**src/rtl/ace_ccu_snoop_req_gen.sv**
```systemverilog
// ace_ccu_snoop_req_gen
// ---------------------
// Per-initiator snoop front-end of the CCU, one instance per snoop
// interconnect input. It takes one coherent request and drives two things
// into the interconnect: a target selection mask on the sel handshake and an
// AC snoop. It then collects the merged CR response, forwards any CD burst to
// the requestor, and reports a one-shot result. The CCU uses that result to
// decide whether memory must be accessed. Only one request is outstanding at
// a time.
//
// Ports
//   clk_i, rst_ni                 clock, asynchronous active-low reset
//   req_*                         coherent request in (addr, snoop, prot, src mask)
//   sel_o / sel_valid_o / sel_ready_i
//                                 target mask (~req_src_i) to the interconnect
//   ac_*                          AC snoop channel out
//   cr_valid_i / cr_ready_o / cr_resp_i
//                                 merged CR response in
//   cd_valid_i / cd_ready_o / cd_data_i / cd_last_i
//                                 CD data in
//   data_valid_o / data_ready_i / data_o / data_last_o
//                                 forwarded CD data out
//   res_valid_o / res_ready_i / res_{hit,dirty,shared,err}_o
//                                 one-shot snoop result
//
// Handshake rule, applied to every channel: a transfer happens on a rising
// clock edge where valid and ready are both high. Once valid is raised, the
// producer keeps the valid signal and its payload stable until that transfer
// happens.
//
// The FSM state is held in state_q, which is an enum of type state_e.
// The only outputs that are not driven straight from registers are the
// pass-through signals used in DATA.

module ace_ccu_snoop_req_gen #(
  parameter int unsigned NumOup    = 4,
  parameter int unsigned AddrWidth = 64,
  parameter int unsigned DataWidth = 64,
  parameter int unsigned CdBeats   = 4
) (
  input  logic                 clk_i,
  input  logic                 rst_ni,
  // coherent request
  input  logic                 req_valid_i,
  output logic                 req_ready_o,
  input  logic [AddrWidth-1:0] req_addr_i,
  input  logic [3:0]           req_snoop_i,
  input  logic [2:0]           req_prot_i,
  input  logic [NumOup-1:0]    req_src_i,
  // target selection
  output logic [NumOup-1:0]    sel_o,
  output logic                 sel_valid_o,
  input  logic                 sel_ready_i,
  // AC channel
  output logic                 ac_valid_o,
  input  logic                 ac_ready_i,
  output logic [AddrWidth-1:0] ac_addr_o,
  output logic [3:0]           ac_snoop_o,
  output logic [2:0]           ac_prot_o,
  // CR channel
  input  logic                 cr_valid_i,
  output logic                 cr_ready_o,
  input  logic [4:0]           cr_resp_i,
  // CD channel
  input  logic                 cd_valid_i,
  output logic                 cd_ready_o,
  input  logic [DataWidth-1:0] cd_data_i,
  input  logic                 cd_last_i,
  // forwarded data
  output logic                 data_valid_o,
  input  logic                 data_ready_i,
  output logic [DataWidth-1:0] data_o,
  output logic                 data_last_o,
  // result
  output logic                 res_valid_o,
  input  logic                 res_ready_i,
  output logic                 res_hit_o,
  output logic                 res_dirty_o,
  output logic                 res_shared_o,
  output logic                 res_err_o
);

  localparam int unsigned CntW = (CdBeats > 1) ? $clog2(CdBeats) : 1;
  localparam logic [CntW-1:0] LastIdx = CntW'(CdBeats - 1);

  // Bit positions inside cr_resp_i
  localparam int unsigned RespDt     = 0;
  localparam int unsigned RespErr    = 1;
  localparam int unsigned RespDirty  = 2;
  localparam int unsigned RespShared = 3;

  typedef enum logic [2:0] {
    IDLE   = 3'd0,
    ISSUE  = 3'd1,
    RESP   = 3'd2,
    DATA   = 3'd3,
    RESULT = 3'd4
  } state_e;

  state_e                 state_q, state_d;
  logic                   req_ready_q, req_ready_d;
  logic [AddrWidth-1:0]   addr_q, addr_d;
  logic [3:0]             snoop_q, snoop_d;
  logic [2:0]             prot_q, prot_d;
  logic [NumOup-1:0]      sel_q, sel_d;
  logic                   sel_done_q, sel_done_d;
  logic                   ac_done_q, ac_done_d;
  logic [CntW-1:0]        cnt_q, cnt_d;
  logic                   hit_q, hit_d;
  logic                   dirty_q, dirty_d;
  logic                   shared_q, shared_d;
  logic                   err_q, err_d;

  logic                   in_issue, in_data;
  logic                   req_hs, sel_hs, ac_hs, cr_hs, beat_hs, res_hs;
  logic [NumOup-1:0]      new_sel;

  // WasUnique is not needed to form the result.
  logic unused_was_unique;
  assign unused_was_unique = cr_resp_i[4];

  assign in_issue = (state_q == ISSUE);
  assign in_data  = (state_q == DATA);
  assign new_sel  = ~req_src_i;

  // Each issue-side valid is held until its own handshake, tracked by a
  // done flag. This lets sel and AC complete in either order or together.
  assign sel_valid_o  = in_issue & ~sel_done_q;
  assign ac_valid_o   = in_issue & ~ac_done_q;
  assign sel_o        = sel_q;
  assign ac_addr_o    = addr_q;
  assign ac_snoop_o   = snoop_q;
  assign ac_prot_o    = prot_q;

  assign req_ready_o  = req_ready_q;
  assign cr_ready_o   = (state_q == RESP);
  assign res_valid_o  = (state_q == RESULT);
  assign res_hit_o    = hit_q;
  assign res_dirty_o  = dirty_q;
  assign res_shared_o = shared_q;
  assign res_err_o    = err_q;

  // CD is passed straight through to the requestor while in DATA.
  assign data_valid_o = in_data & cd_valid_i;
  assign cd_ready_o   = in_data & data_ready_i;
  assign data_o       = in_data ? cd_data_i : '0;
  assign data_last_o  = in_data & cd_last_i;

  assign req_hs  = req_valid_i & req_ready_q;
  assign sel_hs  = sel_valid_o & sel_ready_i;
  assign ac_hs   = ac_valid_o & ac_ready_i;
  assign cr_hs   = cr_valid_i & cr_ready_o;
  assign beat_hs = data_valid_o & data_ready_i;
  assign res_hs  = res_valid_o & res_ready_i;

  always_comb begin
    state_d    = state_q;
    addr_d     = addr_q;
    snoop_d    = snoop_q;
    prot_d     = prot_q;
    sel_d      = sel_q;
    sel_done_d = sel_done_q;
    ac_done_d  = ac_done_q;
    cnt_d      = cnt_q;
    hit_d      = hit_q;
    dirty_d    = dirty_q;
    shared_d   = shared_q;
    err_d      = err_q;

    unique case (state_q)
      IDLE: begin
        if (req_hs) begin
          addr_d     = req_addr_i;
          snoop_d    = req_snoop_i;
          prot_d     = req_prot_i;
          sel_d      = new_sel;
          sel_done_d = 1'b0;
          ac_done_d  = 1'b0;
          hit_d      = 1'b0;
          dirty_d    = 1'b0;
          shared_d   = 1'b0;
          err_d      = 1'b0;
          // An empty target mask means there is nobody to snoop: report a miss.
          state_d    = (new_sel == '0) ? RESULT : ISSUE;
        end
      end

      ISSUE: begin
        sel_done_d = sel_done_q | sel_hs;
        ac_done_d  = ac_done_q | ac_hs;
        if (sel_done_d && ac_done_d) begin
          state_d = RESP;
        end
      end

      RESP: begin
        if (cr_hs) begin
          dirty_d  = cr_resp_i[RespDirty];
          shared_d = cr_resp_i[RespShared];
          err_d    = cr_resp_i[RespErr];
          hit_d    = cr_resp_i[RespDt] & ~cr_resp_i[RespErr];
          cnt_d    = '0;
          // An erroneous response that still announces data must have its
          // burst drained.
          state_d  = cr_resp_i[RespDt] ? DATA : RESULT;
        end
      end

      DATA: begin
        if (beat_hs) begin
          // Flag a burst that ends early, and one that runs past the
          // expected length. Beats are still forwarded until last.
          if (cd_last_i != (cnt_q == LastIdx)) begin
            err_d = 1'b1;
          end
          if (cnt_q != LastIdx) begin
            cnt_d = cnt_q + CntW'(1);
          end
          if (cd_last_i) begin
            state_d = RESULT;
          end
        end
      end

      RESULT: begin
        if (res_hs) begin
          state_d = IDLE;
        end
      end

      default: state_d = IDLE;
    endcase

    // Registered so that req_ready only rises in the cycle after IDLE is
    // re-entered, and stays low while in reset.
    req_ready_d = (state_d == IDLE);
  end

  always_ff @(posedge clk_i or negedge rst_ni) begin
    if (!rst_ni) begin
      state_q     <= IDLE;
      req_ready_q <= 1'b0;
      addr_q      <= '0;
      snoop_q     <= '0;
      prot_q      <= '0;
      sel_q       <= '0;
      sel_done_q  <= 1'b0;
      ac_done_q   <= 1'b0;
      cnt_q       <= '0;
      hit_q       <= 1'b0;
      dirty_q     <= 1'b0;
      shared_q    <= 1'b0;
      err_q       <= 1'b0;
    end else begin
      state_q     <= state_d;
      req_ready_q <= req_ready_d;
      addr_q      <= addr_d;
      snoop_q     <= snoop_d;
      prot_q      <= prot_d;
      sel_q       <= sel_d;
      sel_done_q  <= sel_done_d;
      ac_done_q   <= ac_done_d;
      cnt_q       <= cnt_d;
      hit_q       <= hit_d;
      dirty_q     <= dirty_d;
      shared_q    <= shared_d;
      err_q       <= err_d;
    end
  end

endmodule

```
**config.mk**
```make
export PLATFORM = sky130hd
export DESIGN_NAME = ace_ccu_snoop_req_gen
export DESIGN_NICKNAME = d
export VERILOG_FILES = /design/src/rtl/ace_ccu_snoop_req_gen.sv
export SDC_FILE = /design/constraint.sdc
export NUM_CORES = 1
export LEC_CHECK = 0
export ABC_AREA = 1
export BUFFER_PORTS_ARGS = -buffer_cell sky130_fd_sc_hd__buf_2
export CAP_MARGIN = 0
export CORE_UTILIZATION = 29
export CTS_BUF_LIST = sky130_fd_sc_hd__clkbuf_2 sky130_fd_sc_hd__clkbuf_4 sky130_fd_sc_hd__clkbuf_8
export CTS_CLUSTER_DIAMETER = 150
export DETAILED_ROUTE_END_ITERATION = 8
export HOLD_SLACK_MARGIN = 0.12
export PLACE_DENSITY = 0.67
export SLEW_MARGIN = 20
export SYNTH_ARGS = -nofsm -noshare
export SYNTH_HDL_FRONTEND = slang
export SYNTH_SLANG_ARGS = --single-unit
```
**constraint.sdc**
```tcl
create_clock -name clk_i -period 1.63 [get_ports clk_i]
set_input_delay 0.0815 -clock clk_i [delete_from_list [all_inputs] [get_ports clk_i]]
set_output_delay 0.0815 -clock clk_i [all_outputs]
set_load 0.01 [all_outputs]
```
## Word level (Yosys, flattened, before mapping)

Cells that the tools add are included.

| word-level totals | value |
|---|---|
| bits in registers | 87 |
| output and inout bits | 151 |

| cells by class | value |
|---|---|
| $add $sub $neg | 1 |
| eq/ne operators | 12 |
| mux-type cells | 27 |
| bitwise operators | 18 |
| reductions and logical operators | 13 |

Operator list:

| operator | count |
|---|---|
| 64-bit two-way mux | 1 |
| 3-bit two-way mux | 8 |
| 3-bit case mux with 5 select lines | 1 |
| 1-bit bitwise AND | 12 |
| 1-bit case mux with 2 select lines | 5 |
| 2-bit by 1-bit != test with 1-bit output, second input constant | 4 |
| 1-bit two-way mux | 7 |
| 3-bit by 2-bit == test with 1-bit output, second input constant | 2 |
| 3-bit logical NOT | 2 |
| 2-bit two-way mux | 3 |
| 2-bit nonzero test | 3 |
| 5-bit AND reduction | 1 |
| 4-bit logical NOT | 1 |
| 2-bit != test, second input constant | 2 |
| 4-bit NOT | 1 |
| 2-bit case mux with 2 select lines | 1 |
| 2-bit AND reduction | 2 |
| 4-bit AND reduction | 1 |
| 3-bit by 1-bit == test with 1-bit output, second input constant | 1 |
| 3-bit == test, second input constant | 1 |
| 1-bit NOT | 3 |
| 1-bit case mux with 3 select lines | 1 |
| 3-bit AND reduction | 1 |
| 3-bit nonzero test | 1 |
| other kinds (5) | 6 |

## Longest topological paths before layout

Gate-level depths: netlist of the first run.

| depth | value |
|---|---|
| word-level depth | 8 |
| gate-level depth with buffers | 11 |

## Least setup slack after synthesis of the first run

No wires, ideal clock.

| timing | value |
|---|---|
| path type | flip-flop to flip-flop |
| from | reg state_q[0] |
| to | reg addr_q[22], in the netlist ac_addr_o[22] |
| setup time | 0.125 ns |
| arrival time | 1.315 ns |
| setup slack | 0.190 ns |
| stages on the path, launching flop included | 9 |
| path buffers | 3 |
| period minus slack after synthesis | 1.440 ns |
| path through | dfrtp_1 buf_6 inv_4 nand2_2 nor2_4 nand2_2 buf_6 buf_6 mux2_4 |

| on the way | value |
|---|---|
| cells in the longest elaborated chain, start to end | 2 |

RTL lines:

| what | line | source |
|---|---|---|
| start, declared | 100 | `state_e state_q, state_d;` |
| start signal, assigned | 255 | `state_q <= state_d;` |
| 3-bit logical NOT | 170 | `unique case (state_q)` |
| 2-bit AND reduction (no source line) | -- |  |
| end signal, assigned | 257 | `addr_q <= addr_d;` |
| end, declared | 102 | `logic [AddrWidth-1:0] addr_q, addr_d;` |

Every way passes these cells.
A chain may end at the register's enable or synchronous reset.

## Final worst setup path of the first run

| timing | value |
|---|---|
| from | reg state_q[2] |
| to | reg addr_q[23], in the netlist ac_addr_o[23] |

Same word-level chain as after synthesis.

==> results of run 1 <==
-- metal layers --
metal  GRT usage, %  vias to the layer above  wire, um  part of all wire [%]
met2           33.2                      202      7130                    55
met1           17.5                     1935      4720                    36
met5              0                        -         0                     0
met3           3.32                       26       851                   6.5
li1               -                     2046         -                     -
met4           8.33                        0       371                   2.8
-- final timing paths --
check                                           from                   endpoint  slack (ps)  depth (start not counted)
worst min register to register  sel_o[2]$_DFFE_PN0P_       sel_o[2]$_DFFE_PN0P_         490                          2
worst max-delay path            state_q[2]$_DFF_PN0_  ac_addr_o[23]$_DFFE_PN0P_           3                          6
worst max register to register  state_q[2]$_DFF_PN0_  ac_addr_o[23]$_DFFE_PN0P_           3                          6
min in group asynchronous                     rst_ni   ac_prot_o[2]$_DFFE_PN0P_         280                          3
worst min-delay path                     res_ready_i       state_q[2]$_DFF_PN0_         160                          6
max in group asynchronous                     rst_ni       state_q[2]$_DFF_PN0_         960                          3
-- sequential cells by signal, indices dropped and copies added, names as in the netlist --
name	cells
ac_addr_o	64
ac_snoop_o	4
sel_o	4
ac_prot_o	3
state_q	3
cnt_q	2
ac_done_q	1
req_ready_o	1
res_dirty_o	1
res_err_o	1
res_hit_o	1
res_shared_o	1
sel_done_q	1
-- kinds of logic (layout without fill, tap and decap cells) --
kind of cell,after synthesis,in the layout,synth area share (%)
compound gates,15,15,1.83
buf+inv,98,501,10.2
fa+ha+maj,1,1,0.300
mux,71,71,22.4
flops,87,87,52.2
simple gates,133,133,12.9
xor+xnor,1,1,0.210
-- worst min-delay path, stage by stage --
cell and delay (ps):
buf_2 100, inv_1 40, nand4_1 90, nand3_1 90, nor2_1 50, inv_1 40
-- power groups by stage --
stage	Clock [mW]	Combinational, mW	Sequential (mW)
after floorplan	0	2.57	4.30
after detailed placement	0	5.04	3.86
final	1.37	5.35	3.82
after global routing	1.54	5.78	3.95
after global placement	0	4.96	3.80
after CTS	1.44	5.31	3.81
-- synth_stat cells --
master / number / area share (%)
dfrtp_1: 87 / 52
nor2_1: 80 / 7.2
inv_1: 79 / 7.1
mux2_4: 36 / 13
mux2_2: 35 / 9.4
nand2_1: 33 / 3.0
nand3_1: 11 / 1.3
o21ai_0: 10 / 1.2
buf_2: 8 / 0.96
buf_6: 6 / 1.6
a21oi_1: 3 / 0.36
clkbuf_1: 3 / 0.27
nand4_1: 3 / 0.45
nand2_2: 2 / 0.30
a31oi_1: 1 / 0.15
ha_1: 1 / 0.30
inv_2: 1 / 0.090
inv_4: 1 / 0.15
nor2_2: 1 / 0.15
nor2_4: 1 / 0.27
nor3_1: 1 / 0.12
o21ai_1: 1 / 0.12
or2_2: 1 / 0.15
xnor2_1: 1 / 0.21
-- cell type report --
type | instances | share of cell area (%)
repair buffers | 404 | 36.2
flip-flops and latches | 87 | 30.8
multi-input cells | 221 | 23.1
inverters | 81 | 4.33
well taps | 180 | 3.18
clock buffers | 9 | 1.75
clock inverters | 7 | 0.671
-- through the flow --
stage               instance area (sq um)  cells  TNS (ps)  setup slack (ps)
global route                         7080    989     -2300             -54.8
global placement                     5930    882         0               193
CTS                                  7020    988    -0.788            -0.788
detailed placement                   5930    882         0               170
finish                               7080    989         0              3.11
floorplan                            4170    406         0               190
-- timing repair --
action	CTS	global route
cloned	0	0
endpoints found under the setup margin	67	91
resized for setup	7	19
hold buffers	86	0
pin swaps	1	2
setup buffers	4	1
endpoints found under the hold margin	172	0
==> flow_summary.ini, run 1 <==
[clock_tree]
cts_tree = yes
clock_path_buffers = 2
cts_buffers = 9
clock_sinks = 87
clkLatencyLatePin_ps = 370
ctsHtreeMaxLevel = 3
clkTransAtPathRegs_ps = 90
clockRootBuffer = clkbuf_8

[setup_path]
worst_path_max_delay_cell = dfrtp_2
critPathCaptureType = flip-flop
worst-setup-path-type = reg2reg
critPathTopFamily = buffers and inverters
cp.arrival_ps = 1880
cpPeakStageDelay_ps = 450
cp_num_buf_inv = 3
worstPathCellList = buf_4 > buf_4 > nor2_4 > nand2_4 > buf_12 > mux2_4
crit_fanout = 28
cp.required_ps = 1890
start_kind = flip-flop
worst_path_most_repeated_cell = buf_4

[sta]
slew_headroom_pct = 68.9
slew_violations = 0
hold_viol = 0
finalClockSkew_ps = 7.35
period_minus_slack_ps = 1630
setup_violations = 0
holdWs_ps = 164
tightest_slew_ps = 467
finalCritPeriodShare_pct = 99.8
max_freq_mhz = 615
rsz0062_at_grt = yes

[die]
initial_core_util_pct = 30.0
fp.dieArea_sq_mm = 0.0149
die-height_um = 122
die_w_um = 122
core_area_sq_mm = 0.0139
ioPinCount = 305
num_rows = 43

[cells_and_area]
mostFrequentLayoutCell = buf_2
area_growth_syn_to_layout_pct = 69.6
fillers = 1276
final_cell_mix = buf_2, dfrtp_1, dlygate4sd3_1
drive_above_1_share_pct = 53.2
seqCellArea_sq_mm = 0.00218
nNetsFinal = 959
post-route-util_pct = 50.8
antenna_cells = 0
multi_input_area_sq_mm = 0.00163

[logic_synthesis]
seq_area_frac_synth_pct = 52.2
syn-cell-area_sq_mm = 0.00417
synth_warnings = 0
ys_types = 24
synth-seq-cells = 87
netlist_instances = 406
avgSynthCellArea_sq_um = 10.3
syn_nets = 561

[route]
vias = 4209
drc = 0
ant_nets = 0
routedWlPerCell_um = 13.2
drt-vias-per-instance = 4.26
dr.pass1.iters = 4
drt_iter0_drc = 115
drt-total-wl_um = 13100

[place]
place_hpwl_um = 9670
gp_routability_congestion = 0.884
io_buffers = 303

[global_route]
grt_max_degree = 88
grt_pass1_vias = 4098
antenna_found_initial = 0
grt_use_total_pct = 17.2
grt_pass1_wl_um = 19200
grt_remaining_overflow = 0

[power_and_ir_drop]
pwr-share-comb_pct = 50.8
total_power_mw = 10.5
power.switching_mw = 3.93
power_frac_clock_pct = 13.0
ir_worst_vdd_v = 0.000637
sw_frac_of_total_pct = 37.3
powerDensity_mw_per_mm2 = 1490
intPower_mw = 6.61
leakagePower_nw = 4.18
p_seq_share_pct = 36.2

[status]
status = completed

[job]
maxCapViolations = 0

[hold_path]
hp-class = in2reg
Note: power is estimated with default switching activity, not from simulation.
==> run 2, diff against run 1 <==
CORE_UTILIZATION = 25   (was 29)
PLACE_DENSITY = 0.6   (was 0.67)
==> run 2 against run 1 <==
Effect of this change:
- setup slack improved by 68 ps
- highest routed layer unchanged
- largest cell class unchanged
- sequential power about the same
- critical path type is now reg2out
- clock-buffer cell count increased by 2
==> flow_summary.ini, run 2 (synthesized netlist as in run 1, its figures left out) <==
[status]
status = completed

[clock_tree]
clock_sinks = 87
clkLatencyLatePin_ps = 360
cts_buffers = 9
ctsHtreeMaxLevel = 3
clock_path_buffers = 2
clkTransAtPathRegs_ps = 90
clockRootBuffer = clkbuf_8
cts_tree = yes

[place]
io_buffers = 303
place_hpwl_um = 9210
placed_cell_area_sq_mm = 0.00598
gp_routability_congestion = 0.789

[sta]
hold_viol = 0
slew_headroom_pct = 62.3
rsz0062_at_grt = yes
tightest_slew_ps = 566
finalClockSkew_ps = 11.9
slew_violations = 0
finalCritPeriodShare_pct = 95.6
max_freq_mhz = 641
setup_violations = 0
period_minus_slack_ps = 1560

[setup_path]
cpPeakStageDelay_ps = 370
cp.required_ps = 1550
cp_num_buf_inv = 3
r2r_slack_ps = 140
worstPathCellList = inv_2 > nor2_4 > nand2_4 > buf_12 > nor2_2 > buf_2
worst-setup-path-type = reg2out
worst_path_max_delay_cell = dfrtp_1
critPathCaptureType = output pin
critPathTopFamily = buffers and inverters
cp.arrival_ps = 1480
crit_fanout = 37
start_kind = flip-flop

[job]
maxCapViolations = 0

[cells_and_area]
finish.instance_area_sq_mm = 0.00720
nNetsFinal = 960
antenna_cells = 0
largest_reg_flops = 64
drive_above_1_share_pct = 53.8
final_cell_mix = buf_2, dfrtp_1, dlygate4sd3_1
fillers = 1537
mostFrequentLayoutCell = buf_2
post-route-util_pct = 44.7
area_growth_syn_to_layout_pct = 72.4

[global_route]
grt_remaining_overflow = 0
grt_pass1_wl_um = 20400
grt_use_total_pct = 15.0
grt_pass1_vias = 4249
grt_max_degree = 40
antenna_found_initial = 0

[die]
initial_core_util_pct = 25.9
core_area_sq_mm = 0.0161
fp.dieArea_sq_mm = 0.0172
die_w_um = 131
num_rows = 46
die-height_um = 131
ioPinCount = 305

[hold_path]
hp-class = in2reg

[route]
drt-total-wl_um = 13100
drt_iter0_drc = 142
vias = 4217
ant_nets = 0
drt-vias-per-instance = 4.11
drc = 0
dr.pass1.iters = 4
routedWlPerCell_um = 12.8

[power_and_ir_drop]
ir_worst_vdd_v = 0.000675
leakagePower_nw = 4.21
powerDensity_mw_per_mm2 = 1510
==> run 2: cell types whose count changed in the layout (fill, tap and decap cells not counted), moves of 2 or more <==
cell	delta
inv_6	-2
buf_4	+2
nor2_1	-5
bufinv_16	+2
nor2_2	+4
clkinv_2	-2
buf_6	-2
==> run 2: path summary, 6_finish.rpt <==
kind	startpoint	endpoint	depth (start not counted)
setup / recovery	state_q[1]$_DFF_PN0_	data_o[23]	6
hold / removal	res_ready_i	state_q[2]$_DFF_PN0_	6
setup reg to reg	state_q[2]$_DFF_PN0_	ac_addr_o[29]$_DFFE_PN0P_	5
hold reg to reg	sel_o[0]$_DFFE_PN0P_	sel_o[0]$_DFFE_PN0P_	2
max in group asynchronous	rst_ni	ac_addr_o[6]$_DFFE_PN0P_	3
min in group asynchronous	rst_ni	sel_o[2]$_DFFE_PN0P_	2
==> run 2: routing by layer <==
layer  wire [um]  GRT usage (%)  vias up
met1        5000           15.2     1959
met4         227           5.69        0
met2        7000           29.1      204
li1            -              -     2039
met3         880           3.59       15
met5           0              0        -
==> run 2: worst min-delay path: stages <==
cell and delay [ps]:
buf_2 90, inv_1 60, nand4_1 90, nand3_1 80, nor2_1 50, inv_1 50
==> run 2: power by group <==
group          switching, mW  internal [mW]
registers              0.549           3.25
clock network          0.782          0.923
logic                   2.58           2.79
total                   3.91           6.96
==> run 2: final cells by class <==
class / instances / area (sq um) / area share (%)
clock inverter: 5 / 81.3 / 1.13
tap: 216 / 270 / 3.76
clock buffer: 11 / 145 / 2.02
multi-input combinational: 221 / 1650 / 23.0
timing repair buffer: 405 / 2560 / 35.6
sequential: 87 / 2180 / 30.3
inverter: 81 / 307 / 4.26
==> run 2: stage by stage <==
| step | instances | setup TNS, ps | power, mW | hold WS [ps] | worst slack (ps) |
|---|---|---|---|---|---|
| 6_report | 1026 | 0 | 10.9 | 173 | 71.1 |
| 3_5_place_dp | 920 | 0 | 8.85 | 117 | 141 |
| 3_3_place_gp | 920 | 0 | 8.76 | 121 | 172 |
| 4_1_cts | 1025 | 0 | 10.9 | 139 | 6.16 |
| 5_1_grt | 1026 | -527 | 11.6 | 199 | -40.2 |
| 2_1_floorplan | 406 | 0 | 6.87 | -214 | 190 |
==> run 2: timing repair <==
| action | in CTS | in global routing |
|---|---|---|
| gates resized for setup | 12 | 21 |
| setup buffers | 3 | 1 |
| setup endpoints to repair | 68 | 55 |
| hold buffers | 86 | 0 |
| endpoints found under the hold margin | 122 | 0 |
| pin swaps | 0 | 1 |
==> run 3, diff against run 2 <==
BUFFER_PORTS_ARGS = -buffer_cell sky130_fd_sc_hd__clkbuf_2   (was -buffer_cell sky130_fd_sc_hd__buf_2)
PLACE_DENSITY = 0.64   (was 0.6)
==> run 3 against run 2 <==
Effect of this change:
- register-to-register slack lost 80 ps
- global-route usage grew 0.26 points
- sequential share of layout area down 0.27 points
- combinational power grew 3%
- hold slack got worse by 13 ps
- clock power shrank 5%
- power grew 1.1%
- non-clock buffer count up 8
- clock-buffer cell count is 1 lower
- first-iteration DRC count fell by 24%
- die area unchanged
==> flow_summary.ini, run 3 (synthesized netlist as in run 1, its figures left out) <==
[hold_path]
whs_endpoint = state_q[2]$_DFF_PN0_
holdPathStages = 6
hold_start = res_ready_i
hp-class = in2reg

[setup_path]
cpPeakStageDelay_ps = 400
worst_path_most_repeated_cell = buf_4
cp_num_buf_inv = 3
r2r_slack_ps = 60
cp.arrival_ps = 1510
worstPathCellList = buf_4 > buf_4 > nor2_2 > nand2_1 > nor2_1 > clkbuf_2
crit_fanout = 4
path_depth = 6
cp.required_ps = 1550
start_kind = flip-flop
critPathTopFamily = buffers and inverters
worst-setup-path-type = reg2out
worst_r2r_path_depth = 7
worst_path_max_delay_cell = dfrtp_1
r2r_start = state_q[0]$_DFF_PN0_
timing.rr.end = ac_addr_o[27]$_DFFE_PN0P_
critPathCaptureType = output pin

[route]
dr.pass1.iters = 4
routedWlPerCell_um = 12.6
vias = 4127
drt-total-wl_um = 13100
drt-vias-per-instance = 3.99
drt_iter0_drc = 108
ant_nets = 0
drc = 0

[sta]
holdWs_ps = 160
max_freq_mhz = 628
finalClockSkew_ps = 11.8
slew_violations = 0
finalCritPeriodShare_pct = 97.7
period_minus_slack_ps = 1590
slew_headroom_pct = 69.9
setup_violations = 0
tightest_slew_ps = 452
hold_viol = 0
tns_ps = 0
rsz0062_at_grt = yes

[clock_tree]
clock_path_buffers = 2
clkLatencyLatePin_ps = 370
cts_buffers = 9
ctsHtreeMaxLevel = 3
clock_sinks = 87
cts_tree = yes
clockRootBuffer = clkbuf_8
clkTransAtPathRegs_ps = 90

[global_route]
grt_remaining_overflow = 0
antenna_found_initial = 0
grt_use_total_pct = 15.2
grt_pass1_wl_um = 20900
grt_max_degree = 86
grt_pass1_vias = 4194

[cells_and_area]
final_cells = 1034
fillers = 1515
area_growth_syn_to_layout_pct = 73.9
antenna_cells = 0
largest_reg_flops = 64
mostFrequentLayoutCell = clkbuf_2
nNetsFinal = 968
final_cell_mix = clkbuf_2, dlygate4sd3_1, dfrtp_1
drive_above_1_share_pct = 53.2

[job]
maxCapViolations = 0

[place]
placed_cells = 920
place_hpwl_um = 8830
io_buffers = 303
gp_routability_congestion = 0.851

[die]
core_area_sq_mm = 0.0161
num_rows = 46
initial_core_util_pct = 25.9
ioPinCount = 305
fp.dieArea_sq_mm = 0.0172
die-height_um = 131
die_w_um = 131

[power_and_ir_drop]
powerDensity_mw_per_mm2 = 1510
leakagePower_nw = 4.26
ir_worst_vdd_v = 0.000648

[status]
status = completed
## run 3: cell count changes in the layout (fill, tap and decap cells not counted), sizes merged
cell	before	now
clkbuf	11	262
buf	319	74
inv	81	84
bufinv	2	1
clkinv	2	1
dlygate4sd3	86	87
## run 3: how the worst max path moves through the flow
| stage | endpoint | startpoint |
|---|---|---|
| after global placement | ac_addr_o[60]$_DFFE_PN0P_ | state_q[1]$_DFF_PN0_ |
| after CTS | data_o[32] | state_q[1]$_DFF_PN0_ |
| after global routing | data_o[32] | state_q[1]$_DFF_PN0_ |
| after floorplan | ac_addr_o[22]$_DFFE_PN0P_ | state_q[0]$_DFF_PN0_ |
| after detailed placement | ac_snoop_o[2]$_DFFE_PN0P_ | state_q[1]$_DFF_PN0_ |
| final | ac_valid_o | state_q[1]$_DFF_PN0_ |
## run 3: power by group
group	internal [mW]	switching (mW)
sequential	3.25	0.593
combinational	2.90	2.63
clock	0.775	0.847
total	6.93	4.07
## run 3: layout make-up
cell class	instances	area, sq um	area share (%)
clock buffer	10	138	1.90
tap	216	270	3.72
timing repair buffer	413	2650	36.5
sequential	87	2180	30.0
inverter	81	307	4.22
clock inverter	6	75.1	1.03
multi-input combinational	221	1640	22.6
## run 3: metrics by stage
| step | power, mW | worst slack, ps | instance area [sq um] | utilization, % |
|---|---|---|---|---|
| final | 11.0 | 36.9 | 7260 | 45.0 |
| after global routing | 11.7 | -62.2 | 7260 | 45.0 |
| after CTS | 10.9 | 19.4 | 7170 | 44.5 |
| after detailed placement | 8.92 | 93.7 | 5990 | 37.2 |
| after global placement | 8.83 | 115 | 5990 | 37.2 |
| after floorplan | 6.87 | 190 | 4170 | - |
## run 3: routing by layer
layer,wire length (um),track usage [%]
met1,5370,17.2
met2,6660,28.0
met3,795,3.32
met4,250,5.36
met5,0,0
## run 3: what timing repair did
action / CTS / global route
hold endpoints to repair: 172 / 0
gates cloned: 1 / 0
hold buffers: 87 / 0
resized for setup: 11 / 64
setup endpoints to repair: 67 / 131
pin swaps: 2 / 0
setup buffers: 5 / 5
## run 3: worst min-delay path: cells and delay by family
family	cells	cell delay [ps]
buffers and inverters	3	160
and+or+nand+nor	3	240
